File: config.mk
export PLATFORM = sky130hd
export DESIGN_NAME = board_uart_tx_flat
export DESIGN_NICKNAME = d
export VERILOG_FILES = /design/src/rtl/board_uart_tx_if.sv /design/src/rtl/board_uart_tx.sv /design/src/flat_wrapper.sv
export SDC_FILE = /design/constraint.sdc
export NUM_CORES = 1
export LEC_CHECK = 0
export BUFFER_PORTS_ARGS = -buffer_cell sky130_fd_sc_hd__buf_2
export CELL_PAD_IN_SITES_DETAIL_PLACEMENT = 0
export CELL_PAD_IN_SITES_GLOBAL_PLACEMENT = 1
export CORE_MARGIN = 1.5
export CORE_UTILIZATION = 25
export DETAILED_ROUTE_END_ITERATION = 12
export GPL_TIMING_DRIVEN = 0
export PLACE_DENSITY_LB_ADDON = 0.1
export REMOVE_ABC_BUFFERS = 1
export SLEW_MARGIN = 40
export SYNTH_ARGS = -nofsm -noshare
export SYNTH_HDL_FRONTEND = slang
export SYNTH_SLANG_ARGS = --single-unit
File: constraint.sdc
create_clock -name clk -period 4.77 [get_ports clk]
set_input_delay 1.1925 -clock clk [delete_from_list [all_inputs] [get_ports clk]]
set_output_delay 1.1925 -clock clk [all_outputs]
set_load 0.05 [all_outputs]
File: src/rtl/board_uart_tx_if.sv
// rtl/board_uart_tx_if.sv - game-state snapshot request and UART line bundle
interface board_uart_tx_if;
    logic [319:0] board;
    logic [20:0]  score;
    logic         send;
    logic         busy;
    logic         done;
    logic         tx;

    modport master (output board, score, send, input busy, done, tx);
    modport slave  (input board, score, send, output busy, done, tx);
endinterface

File: src/rtl/board_uart_tx.sv
// rtl/board_uart_tx.sv - 53-byte 8N1 frame of board tiles and score with XOR checksum
module board_uart_tx #(
    parameter int CLKS_PER_BIT = 868,
    parameter int TILE_W       = 20
) (
    input logic            clk,
    input logic            rst,
    board_uart_tx_if.slave bus
);
    localparam int             BW          = (CLKS_PER_BIT > 2) ? $clog2(CLKS_PER_BIT) : 1;
    localparam logic [BW-1:0]  BAUD_LAST   = BW'(CLKS_PER_BIT - 1);
    localparam logic [BW-1:0]  BAUD_PENULT = BW'(CLKS_PER_BIT - 2);
    localparam logic [5:0]     LAST_BYTE   = 6'd52;
    localparam logic [7:0]     SYNC        = 8'hA5;

    typedef enum logic [1:0] {IDLE, START, DATA, STOP} state_t;

    state_t          state;
    logic [5:0]      byte_idx;
    logic [2:0]      bit_idx;
    logic [BW-1:0]   baud;
    logic [7:0]      shreg;
    logic [7:0]      csum;
    logic [319:0]    board_q;
    logic [20:0]     score_q;
    logic            tx_q;
    logic            busy_q;
    logic            done_q;

    logic [8*53-1:0] payload;
    logic [5:0]      next_idx;
    logic [7:0]      next_byte;
    logic            bit_end;

    // Byte 52 slot stays zero; the checksum register is loaded in its place.
    always_comb begin
        payload = '0;
        payload[7:0] = SYNC;
        for (int k = 0; k < 16; k++) begin
            payload[(1 + 3*k)*8 +: 8] = {4'h0, board_q[TILE_W*k + 16 +: 4]};
            payload[(2 + 3*k)*8 +: 8] = board_q[TILE_W*k + 8 +: 8];
            payload[(3 + 3*k)*8 +: 8] = board_q[TILE_W*k +: 8];
        end
        payload[49*8 +: 8] = {3'b000, score_q[20:16]};
        payload[50*8 +: 8] = score_q[15:8];
        payload[51*8 +: 8] = score_q[7:0];
    end

    assign next_idx  = byte_idx + 6'd1;
    assign next_byte = payload[int'(next_idx)*8 +: 8];
    assign bit_end   = (baud == BAUD_LAST);

    always_ff @(posedge clk or negedge rst) begin
        if (!rst) begin
            state    <= IDLE;
            byte_idx <= '0;
            bit_idx  <= '0;
            baud     <= '0;
            shreg    <= '0;
            csum     <= '0;
            board_q  <= '0;
            score_q  <= '0;
            tx_q     <= 1'b1;
            busy_q   <= 1'b0;
            done_q   <= 1'b0;
        end else begin
            done_q <= 1'b0;
            if (state != IDLE) begin
                baud <= bit_end ? '0 : baud + 1'b1;
            end
            case (state)
                IDLE: begin
                    if (bus.send) begin
                        board_q  <= bus.board;
                        score_q  <= bus.score;
                        state    <= START;
                        tx_q     <= 1'b0;
                        busy_q   <= 1'b1;
                        byte_idx <= '0;
                        bit_idx  <= '0;
                        baud     <= '0;
                        shreg    <= SYNC;
                        csum     <= SYNC;
                    end
                end
                START: begin
                    if (bit_end) begin
                        state   <= DATA;
                        bit_idx <= '0;
                        tx_q    <= shreg[0];
                    end
                end
                DATA: begin
                    if (bit_end) begin
                        if (bit_idx == 3'd7) begin
                            state <= STOP;
                            tx_q  <= 1'b1;
                        end else begin
                            bit_idx <= bit_idx + 3'd1;
                            tx_q    <= shreg[bit_idx + 3'd1];
                        end
                    end
                end
                STOP: begin
                    if (byte_idx == LAST_BYTE) begin
                        // done must land in the last stop-bit cycle, so it is set one cycle early.
                        if (baud == BAUD_PENULT) begin
                            done_q <= 1'b1;
                        end
                        if (bit_end) begin
                            state  <= IDLE;
                            busy_q <= 1'b0;
                        end
                    end else if (bit_end) begin
                        state    <= START;
                        tx_q     <= 1'b0;
                        byte_idx <= next_idx;
                        if (next_idx == LAST_BYTE) begin
                            shreg <= csum;
                        end else begin
                            shreg <= next_byte;
                            csum  <= csum ^ next_byte;
                        end
                    end
                end
                default: state <= IDLE;
            endcase
        end
    end

    assign bus.tx   = tx_q;
    assign bus.busy = busy_q;
    assign bus.done = done_q;
endmodule

File: src/flat_wrapper.sv
// flat-port wrapper written by rule: the top's interface ports become plain ports
module board_uart_tx_flat 
#(
    parameter int CLKS_PER_BIT = 868,
    parameter int TILE_W       = 20
)
  (clk, rst, bus_board, bus_score, bus_send, bus_busy, bus_done, bus_tx);
  board_uart_tx_if bus_i ();
  input logic clk;
  input logic rst;
  input wire logic [$bits(bus_i.board)-1:0] bus_board;
  input wire logic [$bits(bus_i.score)-1:0] bus_score;
  input wire logic [$bits(bus_i.send)-1:0] bus_send;
  output wire logic [$bits(bus_i.busy)-1:0] bus_busy;
  output wire logic [$bits(bus_i.done)-1:0] bus_done;
  output wire logic [$bits(bus_i.tx)-1:0] bus_tx;
  assign bus_i.board = bus_board;
  assign bus_i.score = bus_score;
  assign bus_i.send = bus_send;
  assign bus_busy = bus_i.busy;
  assign bus_done = bus_i.done;
  assign bus_tx = bus_i.tx;
  board_uart_tx #(.CLKS_PER_BIT(CLKS_PER_BIT), .TILE_W(TILE_W)) u_core (.clk(clk), .rst(rst), .bus(bus_i));
endmodule
==> results.json, run 1 <==
{
  "syn_to_final_growth_pct": 27.8,
  "drc_errors": 0,
  "seq_area_mm2": 0.00954,
  "synth_top_area_frac": 0.531,
  "fin_cells": 2631,
  "cp.required_ps": 5250,
  "gp_congestion": 0.730,
  "setup_slack_ps": 514,
  "synth_mux_area_frac": 0.309,
  "whs_endpoint": "u_core.bit_idx[1]",
  "finalClockSkew_ps": 12.2,
  "grt_pass1_wl_mm": 86.6,
  "pin_count": 347,
  "drv_slew": 0,
  "syn_area_mm2": 0.0179,
  "routed_wl_mm": 56.9,
  "vias": 12145,
  "synth_area_leaders": "dfrtp_1, mux2_2, mux4_2",
  "synthDistinctLibCells": 77,
  "cts.sink_count": 381,
  "grt_pass1_vias": 13386,
  "synthXorXnorAreaFrac": 0.00531,
  "ys_warn_count": 0,
  "yosys.area_share.simple": 0.0482,
  "synth_top_family_by_area": "multiplexers",
  "ys_seq_area_frac": 0.533,
  "holdCritPathClass": "reg2reg",
  "setup_viol": 0,
  "fp.dieH_um": 271,
  "synthCells": 1303,
  "rsz0062_at_grt": "false",
  "async_flop_share": 1.00,
  "synth_adder_area_share": 0.00769,
  "endpoint_kind": "flip-flop",
  "wl_per_cell_um": 21.6,
  "clockRootBuffer": "clkbuf_16",
  "synth_compound_area_frac": 0.0721,
  "row_count": 97,
  "maxCapViolCount": 0,
  "tritoncts": "yes",
  "multi_input_area_mm2": 0.00804,
  "ff2ff_setup_slack_ps": 510,
  "antenna_found_initial": 23,
  "ys_ff_latch": 381,
  "ant_nets": 0,
  "whs_path_depth": 2,
  "r2r-end": "u_core.csum[5]",
  "synth_edf_count": 0,
  "relSlewSlack": 0.452,
  "worstMarginPinSlew_ps": 820,
  "post_cts_buffers": 0,
  "coreArea_mm2": 0.0704,
  "cts_hold_buffers": 0,
  "place_inst": 2533,
  "reg2regPathDepth": 11,
  "fp.dieW_um": 271,
  "p_leak_uw": 0.0113,
  "hp-start": "u_core.bit_idx[1]",
  "post-route-min-period_ps": 4260,
  "nNetsFinal": 1999,
  "cp_max_fo": 32,
  "cts_resized": 0,
  "cp.arrival_ps": 4740,
  "grt_max_degree": 71,
  "synth_area_per_cell_um2": 13.7,
  "clk_pin_slew_worst_paths_ps": 60,
  "cts_max_path_buffers": 3,
  "viasPerCell": 4.62,
  "dp_hpwl_mm": 40.8,
  "pwr_density_cell_mw_per_mm2": 319,
  "finalHoldViolCount": 0,
  "min_period_over_period": 0.892,
  "dp_slack_ps": 371,
  "max_freq_mhz": 235,
  "status": "complete, no violations",
  "path_class": "reg2reg",
  "synth_ff_type": "dfrtp_1",
  "drt_iter0_markers": 497,
  "grtUsageTotal": 0.156,
  "cts_max_level": 2,
  "vdd_drop_max_mv": 0.217,
  "dieArea_mm2": 0.0732,
  "cp-start-kind": "flip-flop",
  "portBuffers": 346,
  "timing.rr.start": "u_core.byte_idx[0]",
  "fillers": 7167,
  "cts_buffers": 49,
  "drive_gt1_frac": 0.545,
  "start_util": 0.254,
  "yosysTopAreaCell": "dfrtp_1",
  "dr.pass1.iters": 5,
  "grt-ovfl-total": 0,
  "clk_latency_ps": 580
}
## worst max path at each step
stage / depth (start not counted) / start / slack [ps] / endpoint
6_report: 11 / u_core.byte_idx[0] / 510 / u_core.csum[5]
3_5_place_dp: 11 / u_core.byte_idx[0] / 370 / u_core.shreg[5]
2_1_floorplan: 6 / bus_send / -5160 / u_core.csum[0]
3_3_place_gp: 4 / bus_send / -11180 / u_core.csum[7]
5_1_grt: 11 / u_core.byte_idx[0] / 260 / u_core.csum[7]
4_1_cts: 11 / u_core.byte_idx[0] / 350 / u_core.shreg[5]
## cell usage in the layout (no fill, tap or decap), drive strengths merged, types with 5 or more instances in the layout
| master | Yosys | routed |
|---|---|---|
| a211oi | 6 | 6 |
| a21o | 5 | 5 |
| a21oi | 22 | 22 |
| a221oi | 33 | 33 |
| a31oi | 10 | 10 |
| and2 | 5 | 5 |
| and3 | 7 | 7 |
| buf | 28 | 379 |
| bufinv | 0 | 5 |
| clkbuf | 61 | 71 |
| clkinv | 0 | 9 |
| dfrtp | 380 | 380 |
| diode | 0 | 9 |
| ha | 11 | 11 |
| inv | 13 | 15 |
| mux2 | 373 | 373 |
| mux2i | 18 | 18 |
| mux4 | 51 | 51 |
| nand2 | 66 | 66 |
| nand2b | 8 | 8 |
| nand3 | 14 | 14 |
| nand4 | 5 | 5 |
| nor2 | 27 | 27 |
| nor3 | 12 | 12 |
| o21ai | 49 | 49 |
| o22ai | 9 | 9 |
| o31ai | 8 | 8 |
| or3 | 11 | 11 |
| xnor2 | 5 | 5 |
| xor2 | 5 | 5 |
## routing by layer
| layer | global-route usage | routed length (µm) |
|---|---|---|
| met4 | 0.0378 | 1050 |
| met1 | 0.204 | 25400 |
| met5 | 0 | 179 |
| met3 | 0.0402 | 3040 |
| met2 | 0.257 | 27200 |
## sequential cells by signal, indices dropped and copies added, names as in the netlist, 2 cells and up
signal / count
u_core.csum: 8
u_core.bit_idx: 3
u_core.score_q: 21
u_core.shreg: 8
u_core.baud: 10
u_core.byte_idx: 6
u_core.state: 2
u_core.board_q: 320
## layout make-up
| cell class | count | area share |
|---|---|---|
| clock inverter | 18 | 0.00995 |
| timing repair buffer | 379 | 0.104 |
| sequential | 381 | 0.417 |
| antenna | 9 | 0.000984 |
| multi-input combinational | 820 | 0.351 |
| clock buffer | 71 | 0.0630 |
| tap | 940 | 0.0514 |
| inverter | 13 | 0.00213 |
## worst max-delay path, cell delays in order (launching register included)
cell and delay (ps):
dfrtp_4 700, buf_12 300, inv_1 170, ha_4 610, buf_12 290, and2b_2 430
a221oi_1 390, nor2_1 110, a211oi_1 460, nand4_1 250, and4_2 290, o22ai_1 120
## power by group
part	internal (µW)	switching (µW)
Combinational	114	110
Clock	2360	1490
Sequential	3230	0
## cell families (layout without fill, tap and decap cells)
logic type | after synthesis | in the layout
AO/OA/AOI/OAI | 183 | 183
other | 0 | 9
buffers and inverters | 102 | 481
multiplexers | 442 | 442
adder cells (fa/ha/maj) | 11 | 11
AND/OR/NAND/NOR | 174 | 174
XOR/XNOR | 10 | 10
flip-flops | 381 | 381
## cells in the mapped netlist, types with 8 or more instances
master      n
or3_1      10
mux4_2     51
mux2_2    373
a21oi_1    22
dfrtp_1   380
mux2i_1    18
a31oi_1    10
clkbuf_1   60
nor3_1     12
ha_1       11
nand3_1    14
o31ai_1     8
nand2_1    65
buf_2      14
buf_4       9
nand2b_1    8
a221oi_1   33
nor2_1     26
o21ai_0    49
inv_1      13
o22ai_1     9
## metrics by stage
| step | utilization | TNS (ps) | total power [µW] | area (µm²) | hold WS (ps) |
|---|---|---|---|---|---|
| final | 0.325 | 0 | 7310 | 22900 | 498 |
| after global routing | 0.325 | 0 | 7630 | 22900 | 506 |
| after CTS | 0.325 | 0 | 7500 | 22900 | 499 |
| after detailed placement | 0.301 | 0 | 3520 | 21200 | 478 |
| after global placement | 0.290 | -5623690 | 3510 | 20400 | 478 |
| after floorplan | - | -1696400 | 3300 | 17500 | 443 |
No activity file was read; power rests on OpenSTA's default activity.
==> run 2: changes to the inputs <==
- CAP_MARGIN: not set -> 20
- CORE_UTILIZATION: 25 -> 45
==> run 2 against run 1 <==
Power fell by 8.3%. Sequential share of layout area rose by 1.5 points. Worst setup slack improved by 410 ps.
==> results.json, run 2 (synthesized netlist as in run 1, its figures left out) <==
{
  "fillers": 3318,
  "holdCritPathClass": "reg2reg",
  "wl_per_cell_um": 21.3,
  "drt_iter0_markers": 564,
  "dr.pass1.iters": 4,
  "coreArea_mm2": 0.0389,
  "cp-start-kind": "flip-flop",
  "maxCapViolCount": 0,
  "crit_top_cell": "o32ai_1",
  "endpoint_kind": "flip-flop",
  "fin_setup_tns_ps": 0,
  "top_register": "u_core.board_q",
  "clk_latency_ps": 560,
  "status": "complete, no violations",
  "cts.sink_count": 381,
  "grt_pass1_wl_mm": 73.8,
  "cp.arrival_ps": 4280,
  "cts_max_level": 2,
  "p_leak_uw": 0.0112,
  "pin_count": 347,
  "setup_viol": 0,
  "fp.dieH_um": 202,
  "grt-ovfl-total": 0,
  "relSlewSlack": 0.425,
  "fp.dieW_um": 202,
  "whs_endpoint": "u_core.bit_idx[1]",
  "layout_commonest_cell": "dfrtp_1",
  "ff2ff_setup_slack_ps": 930,
  "portBuffers": 346,
  "worstPathCellList": "buf_16, inv_1, ha_4, and2b_1, a221oi_1, o32ai_1, o32ai_1, nor3_1, or3b_1",
  "rsz0062_at_grt": "false",
  "hold_ws_ps": 491,
  "reg2regPathDepth": 9,
  "gp_congestion": 0.767,
  "ant_nets": 0,
  "nNetsFinal": 1993,
  "hp-start": "u_core.bit_idx[1]",
  "post-route-min-period_ps": 3840,
  "r2r-end": "u_core.csum[7]",
  "largest_reg_flops": 320,
  "grt_max_degree": 71,
  "syn_to_final_growth_pct": 23.3,
  "cts_max_path_buffers": 3,
  "pwr_density_cell_mw_per_mm2": 304,
  "min_period_over_period": 0.806,
  "drv_slew": 0,
  "max_freq_mhz": 260,
  "vias": 12140,
  "post_cts_buffers": 0,
  "clk_pin_slew_worst_paths_ps": 60,
  "antenna_found_initial": 24,
  "fin_area_mm2": 0.0221,
  "routed_wl_mm": 46.8,
  "dieArea_mm2": 0.0410,
  "vdd_drop_max_mv": 0.268,
  "cts_buffers": 43,
  "timing.rr.start": "u_core.byte_idx[0]",
  "finalHoldViolCount": 0,
  "worstMarginPinSlew_ps": 860,
  "cpMaxStageDelayCell": "o32ai_1",
  "whs_path_depth": 2,
  "drive_gt1_frac": 0.536,
  "start_util": 0.460,
  "placed_area_mm2": 0.0207,
  "cts_resized": 0,
  "reg_top3": "u_core.board_q (320), u_core.score_q (21), u_core.baud (10)",
  "clockRootBuffer": "clkbuf_16",
  "finalClockSkew_ps": 20.6,
  "grtUsageTotal": 0.232,
  "cp.required_ps": 5210,
  "path_class": "reg2reg",
  "drc_errors": 0,
  "cp_max_fo": 20,
  "mostFrequentLayoutCells": "dfrtp_1, mux2_2, buf_2",
  "grt_pass1_vias": 12726,
  "crit_path_max_incr_delay_ps": 670,
  "final_util": 0.567,
  "viasPerCell": 5.53,
  "cts_hold_buffers": 0,
  "dp_hpwl_mm": 33.8,
  "tritoncts": "yes",
  "row_count": 72
}
==> run 2: routing by layer <==
metal / vias up / GRT usage / share of wire
met4: 34 / 0.0741 / 0.022
met2: 336 / 0.362 / 0.46
met5: - / 0 / 0.0045
li1: 5549 / - / -
met3: 95 / 0.0748 / 0.079
met1: 6126 / 0.309 / 0.44
==> run 2: worst max-delay path by stage <==
stage                           to               start  slack (ps)  cells after the start
floorplan           u_core.csum[0]            bus_send       -5160                      6
global placement    u_core.csum[7]            bus_send       -9940                      4
detailed placement  u_core.csum[7]  u_core.byte_idx[0]         880                      9
CTS                 u_core.csum[7]  u_core.byte_idx[0]         870                     10
global route        u_core.csum[7]  u_core.byte_idx[0]         720                      9
finish              u_core.csum[7]  u_core.byte_idx[0]         930                      9
==> run 2: cell type report <==
cell class                      count  area [µm²]  share of cell area
Antenna cell                        7        17.5            0.000794
Tap cell                          518         648              0.0294
Multi-Input combinational cell    820        8020               0.363
Sequential cell                   381        9540               0.432
Clock inverter                      8        90.1             0.00408
Clock buffer                       69        1290              0.0583
Timing Repair Buffer              379        2420               0.110
Inverter                           13        48.8             0.00221
==> run 2: metrics by stage <==
step                      total power (µW)  std cells  setup slack (ps)
after detailed placement              3520       2111               878
after global routing                  6950       2191               724
after global placement                3500       2078             -9940
final                                 6710       2195               926
after CTS                             6810       2188               869
after floorplan                       3300       1214             -5160
==> run 2: critical path: cells and delay by family (launching register included) <==
family          cells  cell delay [ps]
compound gates      3             1240
fa+ha+maj           1              490
buf+inv             2              350
flops               1              640
simple gates        3              950
==> run 2: power by group <==
part / switching (µW) / internal, µW
clock: 1310 / 1950
sequential: 0 / 3230
combinational: 106 / 114
